==> config.mk <==
export PLATFORM = sky130hd
export DESIGN_NAME = ysyx_23060203_idu_stage
export DESIGN_NICKNAME = d
export VERILOG_FILES = /design/src/rtl/ysyx_23060203_idu_stage.sv
export SDC_FILE = /design/constraint.sdc
export NUM_CORES = 1
export LEC_CHECK = 0
export CAP_MARGIN = 10
export CORE_MARGIN = 2
export CORE_UTILIZATION = 44
export DETAILED_ROUTE_END_ITERATION = 10
export PLACE_DENSITY = 0.81
export SYNTH_ARGS = -nofsm -noshare
export SYNTH_HDL_FRONTEND = slang
export SYNTH_SLANG_ARGS = --single-unit
==> constraint.sdc <==
create_clock -name clk -period 1.9 [get_ports clk]
set_input_delay 0.285 -clock clk [delete_from_list [all_inputs] [get_ports clk]]
set_output_delay 0.285 -clock clk [all_outputs]
set_load 0.03 [all_outputs]
==> src/rtl/ysyx_23060203_idu_stage.sv <==
// RV32I/E decode stage, valid/ready both sides, 1-cycle latency; stalls upstream when EXU holds the output.
// YSYX_23060203_IDU_SKID_EN adds a one-entry skid buffer so in_ready comes straight from a flop.
module ysyx_23060203_idu_stage #(
  parameter int NR_REG = 32,
  localparam int RA_W = $clog2(NR_REG)
) (
  input  logic            clk,
  input  logic            rstn,
  input  logic            flush,
  input  logic            in_valid,
  output logic            in_ready,
  input  logic [31:0]     in_inst,
  input  logic [31:0]     in_pc,
  output logic [RA_W-1:0] reg_raddr1,
  output logic [RA_W-1:0] reg_raddr2,
  input  logic [31:0]     reg_rdata1,
  input  logic [31:0]     reg_rdata2,
  output logic            out_valid,
  input  logic            out_ready,
  output logic [31:0]     out_pc,
  output logic [4:0]      out_opcode,
  output logic [2:0]      out_funct,
  output logic [4:0]      out_rd,
  output logic [11:0]     out_csr,
  output logic [31:0]     out_src1,
  output logic [31:0]     out_src2,
  output logic [31:0]     out_imm,
  output logic [31:0]     out_alu_a,
  output logic [31:0]     out_alu_b,
  output logic [2:0]      out_alu_funct,
  output logic            out_alu_funcs,
  output logic            out_illegal
);

  localparam logic [4:0] OP_LUI    = 5'b01101;
  localparam logic [4:0] OP_AUIPC  = 5'b00101;
  localparam logic [4:0] OP_JAL    = 5'b11011;
  localparam logic [4:0] OP_JALR   = 5'b11001;
  localparam logic [4:0] OP_BRANCH = 5'b11000;
  localparam logic [4:0] OP_LOAD   = 5'b00000;
  localparam logic [4:0] OP_STORE  = 5'b01000;
  localparam logic [4:0] OP_CALRI  = 5'b00100;
  localparam logic [4:0] OP_CALRR  = 5'b01100;
  localparam logic [4:0] OP_SYSTEM = 5'b11100;

  typedef struct packed {
    logic [31:0] pc;
    logic [4:0]  opcode;
    logic [2:0]  funct;
    logic [4:0]  rd;
    logic [11:0] csr;
    logic [31:0] src1;
    logic [31:0] src2;
    logic [31:0] imm;
    logic [31:0] alu_a;
    logic [31:0] alu_b;
    logic [2:0]  alu_funct;
    logic        alu_funcs;
    logic        illegal;
  } dec_t;

  dec_t        dec;
  dec_t        out_q, out_d;
  logic        out_vld_q, out_vld_d;
  logic        accept;
  logic [31:0] imm_i, imm_s, imm_b, imm_u, imm_j;
  logic        op_known, use_rd, use_rs1, use_rs2, bad_reg;

  assign reg_raddr1 = in_inst[15 +: RA_W];
  assign reg_raddr2 = in_inst[20 +: RA_W];

  assign imm_i = {{20{in_inst[31]}}, in_inst[31:20]};
  assign imm_s = {{20{in_inst[31]}}, in_inst[31:25], in_inst[11:7]};
  assign imm_b = {{19{in_inst[31]}}, in_inst[31], in_inst[7], in_inst[30:25], in_inst[11:8], 1'b0};
  assign imm_u = {in_inst[31:12], 12'b0};
  assign imm_j = {{11{in_inst[31]}}, in_inst[31], in_inst[19:12], in_inst[20], in_inst[30:21], 1'b0};

  always_comb begin
    dec        = '0;
    dec.pc     = in_pc;
    dec.opcode = in_inst[6:2];
    dec.funct  = in_inst[14:12];
    dec.rd     = in_inst[11:7];
    dec.csr    = in_inst[31:20];
    dec.src1   = reg_rdata1;
    dec.src2   = reg_rdata2;
    dec.alu_b  = 32'd4;
    op_known   = 1'b1;
    use_rd     = 1'b0;
    use_rs1    = 1'b0;
    use_rs2    = 1'b0;
    bad_reg    = 1'b0;
    case (in_inst[6:2])
      OP_LUI: begin
        dec.imm = imm_u; dec.alu_b = imm_u; use_rd = 1'b1;
      end
      OP_AUIPC: begin
        dec.imm = imm_u; dec.alu_a = in_pc; dec.alu_b = imm_u; use_rd = 1'b1;
      end
      OP_JAL: begin
        dec.imm = imm_j; dec.alu_a = in_pc; use_rd = 1'b1;
      end
      OP_JALR: begin
        dec.imm = imm_i; dec.alu_a = in_pc; use_rd = 1'b1; use_rs1 = 1'b1;
      end
      OP_BRANCH: begin
        dec.imm = imm_b; dec.alu_a = reg_rdata1; dec.alu_b = reg_rdata2;
        use_rs1 = 1'b1; use_rs2 = 1'b1;
        case (in_inst[14:12])
          3'b100, 3'b101: dec.alu_funct = 3'b010;
          3'b110, 3'b111: dec.alu_funct = 3'b011;
          default:        dec.alu_funct = 3'b100;
        endcase
      end
      OP_LOAD: begin
        dec.imm = imm_i; dec.alu_a = reg_rdata1; dec.alu_b = imm_i;
        use_rd = 1'b1; use_rs1 = 1'b1;
      end
      OP_STORE: begin
        dec.imm = imm_s; dec.alu_a = reg_rdata1; dec.alu_b = imm_s;
        use_rs1 = 1'b1; use_rs2 = 1'b1;
      end
      OP_CALRI: begin
        dec.imm = imm_i; dec.alu_a = reg_rdata1; dec.alu_b = imm_i;
        dec.alu_funct = in_inst[14:12];
        dec.alu_funcs = in_inst[30] & (in_inst[14:12] == 3'b101);
        use_rd = 1'b1; use_rs1 = 1'b1;
      end
      OP_CALRR: begin
        dec.alu_a = reg_rdata1; dec.alu_b = reg_rdata2;
        dec.alu_funct = in_inst[14:12];
        dec.alu_funcs = in_inst[30];
        use_rd = 1'b1; use_rs1 = 1'b1; use_rs2 = 1'b1;
      end
      OP_SYSTEM: begin
        dec.imm = imm_i; use_rd = 1'b1; use_rs1 = 1'b1;
      end
      default: op_known = 1'b0;
    endcase
    // RV32E only has x0..x15, so bit 4 of any register field in use is out of range
    if (NR_REG == 16) begin
      bad_reg = (use_rd & in_inst[11]) | (use_rs1 & in_inst[19]) | (use_rs2 & in_inst[24]);
    end
    dec.illegal = (in_inst[1:0] != 2'b11) | ~op_known | bad_reg;
    if (dec.illegal) begin
      dec.alu_funct = 3'b000;
      dec.alu_funcs = 1'b0;
    end
  end

`ifdef YSYX_23060203_IDU_SKID_EN
  dec_t skid_q, skid_d;
  logic skid_vld_q, skid_vld_d;
  logic in_rdy_q, in_rdy_d;

  assign in_ready = in_rdy_q;
  assign accept   = in_valid & in_rdy_q & ~flush;

  always_comb begin
    out_d      = out_q;
    out_vld_d  = out_vld_q;
    skid_d     = skid_q;
    skid_vld_d = skid_vld_q;
    if (flush) begin
      out_vld_d  = 1'b0;
      skid_vld_d = 1'b0;
    end else if (~out_vld_q | out_ready) begin
      // in_ready is low whenever the skid is full, so skid drain and accept never collide
      if (skid_vld_q) begin
        out_d      = skid_q;
        out_vld_d  = 1'b1;
        skid_vld_d = 1'b0;
      end else if (accept) begin
        out_d     = dec;
        out_vld_d = 1'b1;
      end else begin
        out_vld_d = 1'b0;
      end
    end else if (accept) begin
      skid_d     = dec;
      skid_vld_d = 1'b1;
    end
    in_rdy_d = ~skid_vld_d;
  end

  always_ff @(posedge clk or negedge rstn) begin
    if (!rstn) begin
      skid_q     <= '0;
      skid_vld_q <= 1'b0;
      in_rdy_q   <= 1'b1;
    end else begin
      skid_q     <= skid_d;
      skid_vld_q <= skid_vld_d;
      in_rdy_q   <= in_rdy_d;
    end
  end
`else
  assign in_ready = ~out_vld_q | out_ready;
  assign accept   = in_valid & in_ready & ~flush;

  always_comb begin
    out_d     = out_q;
    out_vld_d = out_vld_q;
    if (flush) begin
      out_vld_d = 1'b0;
    end else if (accept) begin
      out_d     = dec;
      out_vld_d = 1'b1;
    end else if (out_ready) begin
      out_vld_d = 1'b0;
    end
  end
`endif

  always_ff @(posedge clk or negedge rstn) begin
    if (!rstn) begin
      out_q     <= '0;
      out_vld_q <= 1'b0;
    end else begin
      out_q     <= out_d;
      out_vld_q <= out_vld_d;
    end
  end

  assign out_valid     = out_vld_q;
  assign out_pc        = out_q.pc;
  assign out_opcode    = out_q.opcode;
  assign out_funct     = out_q.funct;
  assign out_rd        = out_q.rd;
  assign out_csr       = out_q.csr;
  assign out_src1      = out_q.src1;
  assign out_src2      = out_q.src2;
  assign out_imm       = out_q.imm;
  assign out_alu_a     = out_q.alu_a;
  assign out_alu_b     = out_q.alu_b;
  assign out_alu_funct = out_q.alu_funct;
  assign out_alu_funcs = out_q.alu_funcs;
  assign out_illegal   = out_q.illegal;

endmodule

==> summary.md <==
| Metric | Value |
|---|---|
| Status | finished clean |
| WL/cell | 19.22 µm |
| Post-CTS setup buffers | 0 |
| Share of cells above drive strength 1 | 0.1057 |
| Worst-margin pin slew | about 0.60 ns |
| Nets | roughly 1600 |
| Power per standard cell area | 1013 nW/µm² |
| Critical path cell sequence | clkdlybuf4s50_1 |
| VDD IR-drop max | about 0.81 mV |
| Met1 usage | 0.3453 |
| Worst Hold Class | input pin to asynchronous set/reset pin |
| Die Y | 150.1 µm |
| Clk slew on worst S/H paths | 0.06 ns |
| Crit path kind | register to output port |
| Critical path's largest stage delay | roughly 0.72 ns |
| Switching power | approximately 5.0 mW |
| Slowest-stage cell, CP | clkdlybuf4s50_1 |
| Gr usage total | 0.2884 |
| Leakage Power | approximately 7.3 nW |
| Crit path launch type | register |
| DRT antenna net count | 0 |
| Gate power share | 0.293 |
| DRT iter0 DRCs | between 400 and 500 |
| Clk_lat worst skew | between 0.5 and 0.6 ns |
| First-pass GRT wire length | about 51 mm |
| Synth warn | 0 |
| Inserted Clock Buffers | 24 |
| Clock Skew | 0.01806 ns |
| Clock power share | 0.321 |
| Top Usage Layer GRT | met2 |
| Grt met2 use | 0.4847 |
| Setup TNS | 0 ns |
| Switch share | 0.3305 |
| DRC viols | 0 |
| Register Area | between 5000 and 6000 µm² |
| Slew HR | 0.6005 |
| Clock Path Buffers | 3 |
| Slew Limit Fails | 0 |
| Root Buffer | clkbuf_16 |
| Synth Net Count | roughly 1100 |
| Vias per Instance | 5.359 |
| Final worst-path cycle share | 0.9981 |
| H-tree depth | 1 |
| RD Place Congestion | 0.8973 |
| Cell Area, Synth | 9385 µm² |
| Layout Utilization | 0.7055 |
| IO buf count | 366 |
| CP endpoint kind | output port |
| Grt total ovfl | 0 |
| Final Hold Viols | 0 |
| Final HPWL DP | approximately 24 mm |
| CTS tree | done |
| Site Rows | 53 |
| Worst hold slack | 0.2597 ns |
| RSZ-0062 raised after global routing | no |
| Fill cells | about 1500 |
| Die Wd | about 150 µm |
| FF+latch count, synth | 223 |
| Flop pwr share | 0.385 |
| Initial antenna violation count | 1 |
| Detailed Route WL | approximately 33 mm |
| Clk sink count | approximately 220 |
| Initial Util | 0.4479 |
| Buf+Inv Stages, Crit Path | 1 |
| DIE AREA | between 20000 and 25000 µm² |
| Area of the multi-input gates | around 3400 µm² |
| Crit-path max FO | 2 |
| Io pins | between 300 and 400 |
| Met3 Track Usage GR | 0.08720 |
| Drt first pass iters | 5 |
| Seq/Total Area, Yosys | 0.5946 |
| Internal Pwr Total | 10.03 mW |
| Fmax | ~530 MHz |
| Syn Inst Count | slightly above 1000 |
| Largest net degree at the start of global routing | 65 |
| Core area | ~21000 µm² |
| Cell family with most CP delay | buffers and inverters |
| Netlist cell types | 48 |
| Vias in the first global route | around 9400 |
| Vias after detailed routing | 9186 |
| Final min period | between 1.5 and 2 ns |
| Count of final setup violators | 0 |
| WP data required | roughly 1.6 ns |
| P&R area growth vs syn | 57.51% |
| Avg Cell Area, Syn | 9.256 µm² |
| CP arrival | roughly 1.6 ns |
| Max Cap Viol | 0 |
registers in the layout (all words and copies together) (netlist names):
| register | cells |
|---|---|
| out_alu_a | 32 |
| out_pc | 32 |
| out_src1 | 32 |
| out_illegal | 1 |
| out_imm | 32 |
| out_alu_b | 32 |
| out_valid | 1 |
| out_opcode | 5 |
| out_src2 | 32 |
| out_funct | 3 |
| out_alu_funcs | 1 |
| out_alu_funct | 3 |
| out_csr | 12 |
| out_rd | 5 |
power groups by stage:
stage | sequential (mW) | clock [mW] | combinational [mW]
6_report | 5.77 | 4.81 | 4.39
3_5_place_dp | 5.84 | 0 | 4.43
5_1_grt | 5.84 | 5.07 | 4.66
2_1_floorplan | 7.10 | 0 | 0.857
3_3_place_gp | 5.82 | 0 | 4.36
4_1_cts | 5.77 | 4.86 | 4.43
stage by stage:
step | instances | area (µm²) | setup slack [ns] | total power [mW]
floorplan | 1014 | 9385 | 0.03857 | 7.955
global placement | 1668 | 13890 | -0.1684 | 10.18
detailed placement | 1668 | 13890 | -0.2166 | 10.27
CTS | 1713 | 14700 | 0.001096 | 15.06
global route | 1713 | 14780 | 0.00002964 | 15.57
finish | 1714 | 14780 | 0.003622 | 14.98
kinds of logic after synthesis:
logic type / count (synthesis) / share of synthesized area
AOI/OAI and AO/OA: 168 / 0.1265
xor gates and xnor gates: 2 / 0.001867
DFF: 223 / 0.5946
buffers and inverters: 82 / 0.04533
and+or+nand+nor: 539 / 0.2317
path summary, 6_finish.rpt:
path,startpoint,end,slack [ns],cells after the start
max,out_imm[3],out_imm[3],0.004,1
min,rstn,out_pc[11],0.26,2
max reg2reg,out_valid,out_alu_a[23],0.20,6
min reg2reg,out_rd[0],out_rd[0],0.47,2
max in group asynchronous,rstn,out_alu_b[30],0.96,3
min in group clk,in_pc[8],out_pc[8],0.32,3
final cells by class:
cell class	count	area share
inverter	1	0.0002539
clock inverter	10	0.007956
tap	275	0.02328
multi-input combinational	709	0.2301
antenna	1	0.0001693
clock buffer	34	0.04723
sequential	223	0.3775
timing repair buffer	461	0.3135
cell usage after synthesis (all sizes together):
master	instances	share of area
nand2	408	0.16
dfrtp	223	0.59
nor2	95	0.038
buf	61	0.037
a221oi	56	0.052
o21ai	45	0.024
a21oi	31	0.017
clkbuf	20	0.0080
and3	13	0.0087
o22a	9	0.0084
a22oi	7	0.0056
a222oi	4	0.0043
nand3b	3	0.0028
nor2b	3	0.0020
o21a	3	0.0024
a21o	2	0.0016
a22o	2	0.0019
and3b	2	0.0019
and4b	2	0.0021
nor3	2	0.0011
nor3b	2	0.0021
nor4	2	0.0036
o211ai	2	0.0016
xor2	2	0.0019
a2111oi	1	0.0016
a211o	1	0.00093
a2bb2oi	1	0.00093
a311o	1	0.0011
a31oi	1	0.00067
a32o	1	0.0011
and2	1	0.00067
and2b	1	0.00080
and4bb	1	0.0013
inv	1	0.00040
nand2b	1	0.00067
nor4b	1	0.00093
o2111ai	1	0.00093
or2	1	0.00067
or3b	1	0.00093
layer usage:
metal | wire length, µm | vias to the layer above
met5 | 0 | -
met4 | 1316 | 0
met3 | 3336 | 90
met2 | 16060 | 477
met1 | 12230 | 4432
li1 | - | 4187
layout by cell type, fill, tap and decap left out, drive strengths merged, types with 3 or more instances in the layout:
cell and instances:
nand2 408, clkdlybuf4s50 312, dfrtp 223, buf 101, nor2 95, a221oi 56
o21ai 45, clkbuf 34, dlymetal6s2s 33, a21oi 31, dlygate4sd2 14, and3 13
o22a 9, a22oi 7, clkinv 7, a222oi 4, nor2b 3, o21a 3
nand3b 3
timing repair:
action                     in CTS  in global routing
hold buffers                    1                  0
hold endpoints to repair       42                  0
resized for setup              15                 33
setup endpoints to repair      15                 33
Power figures use the tool's default switching activity.
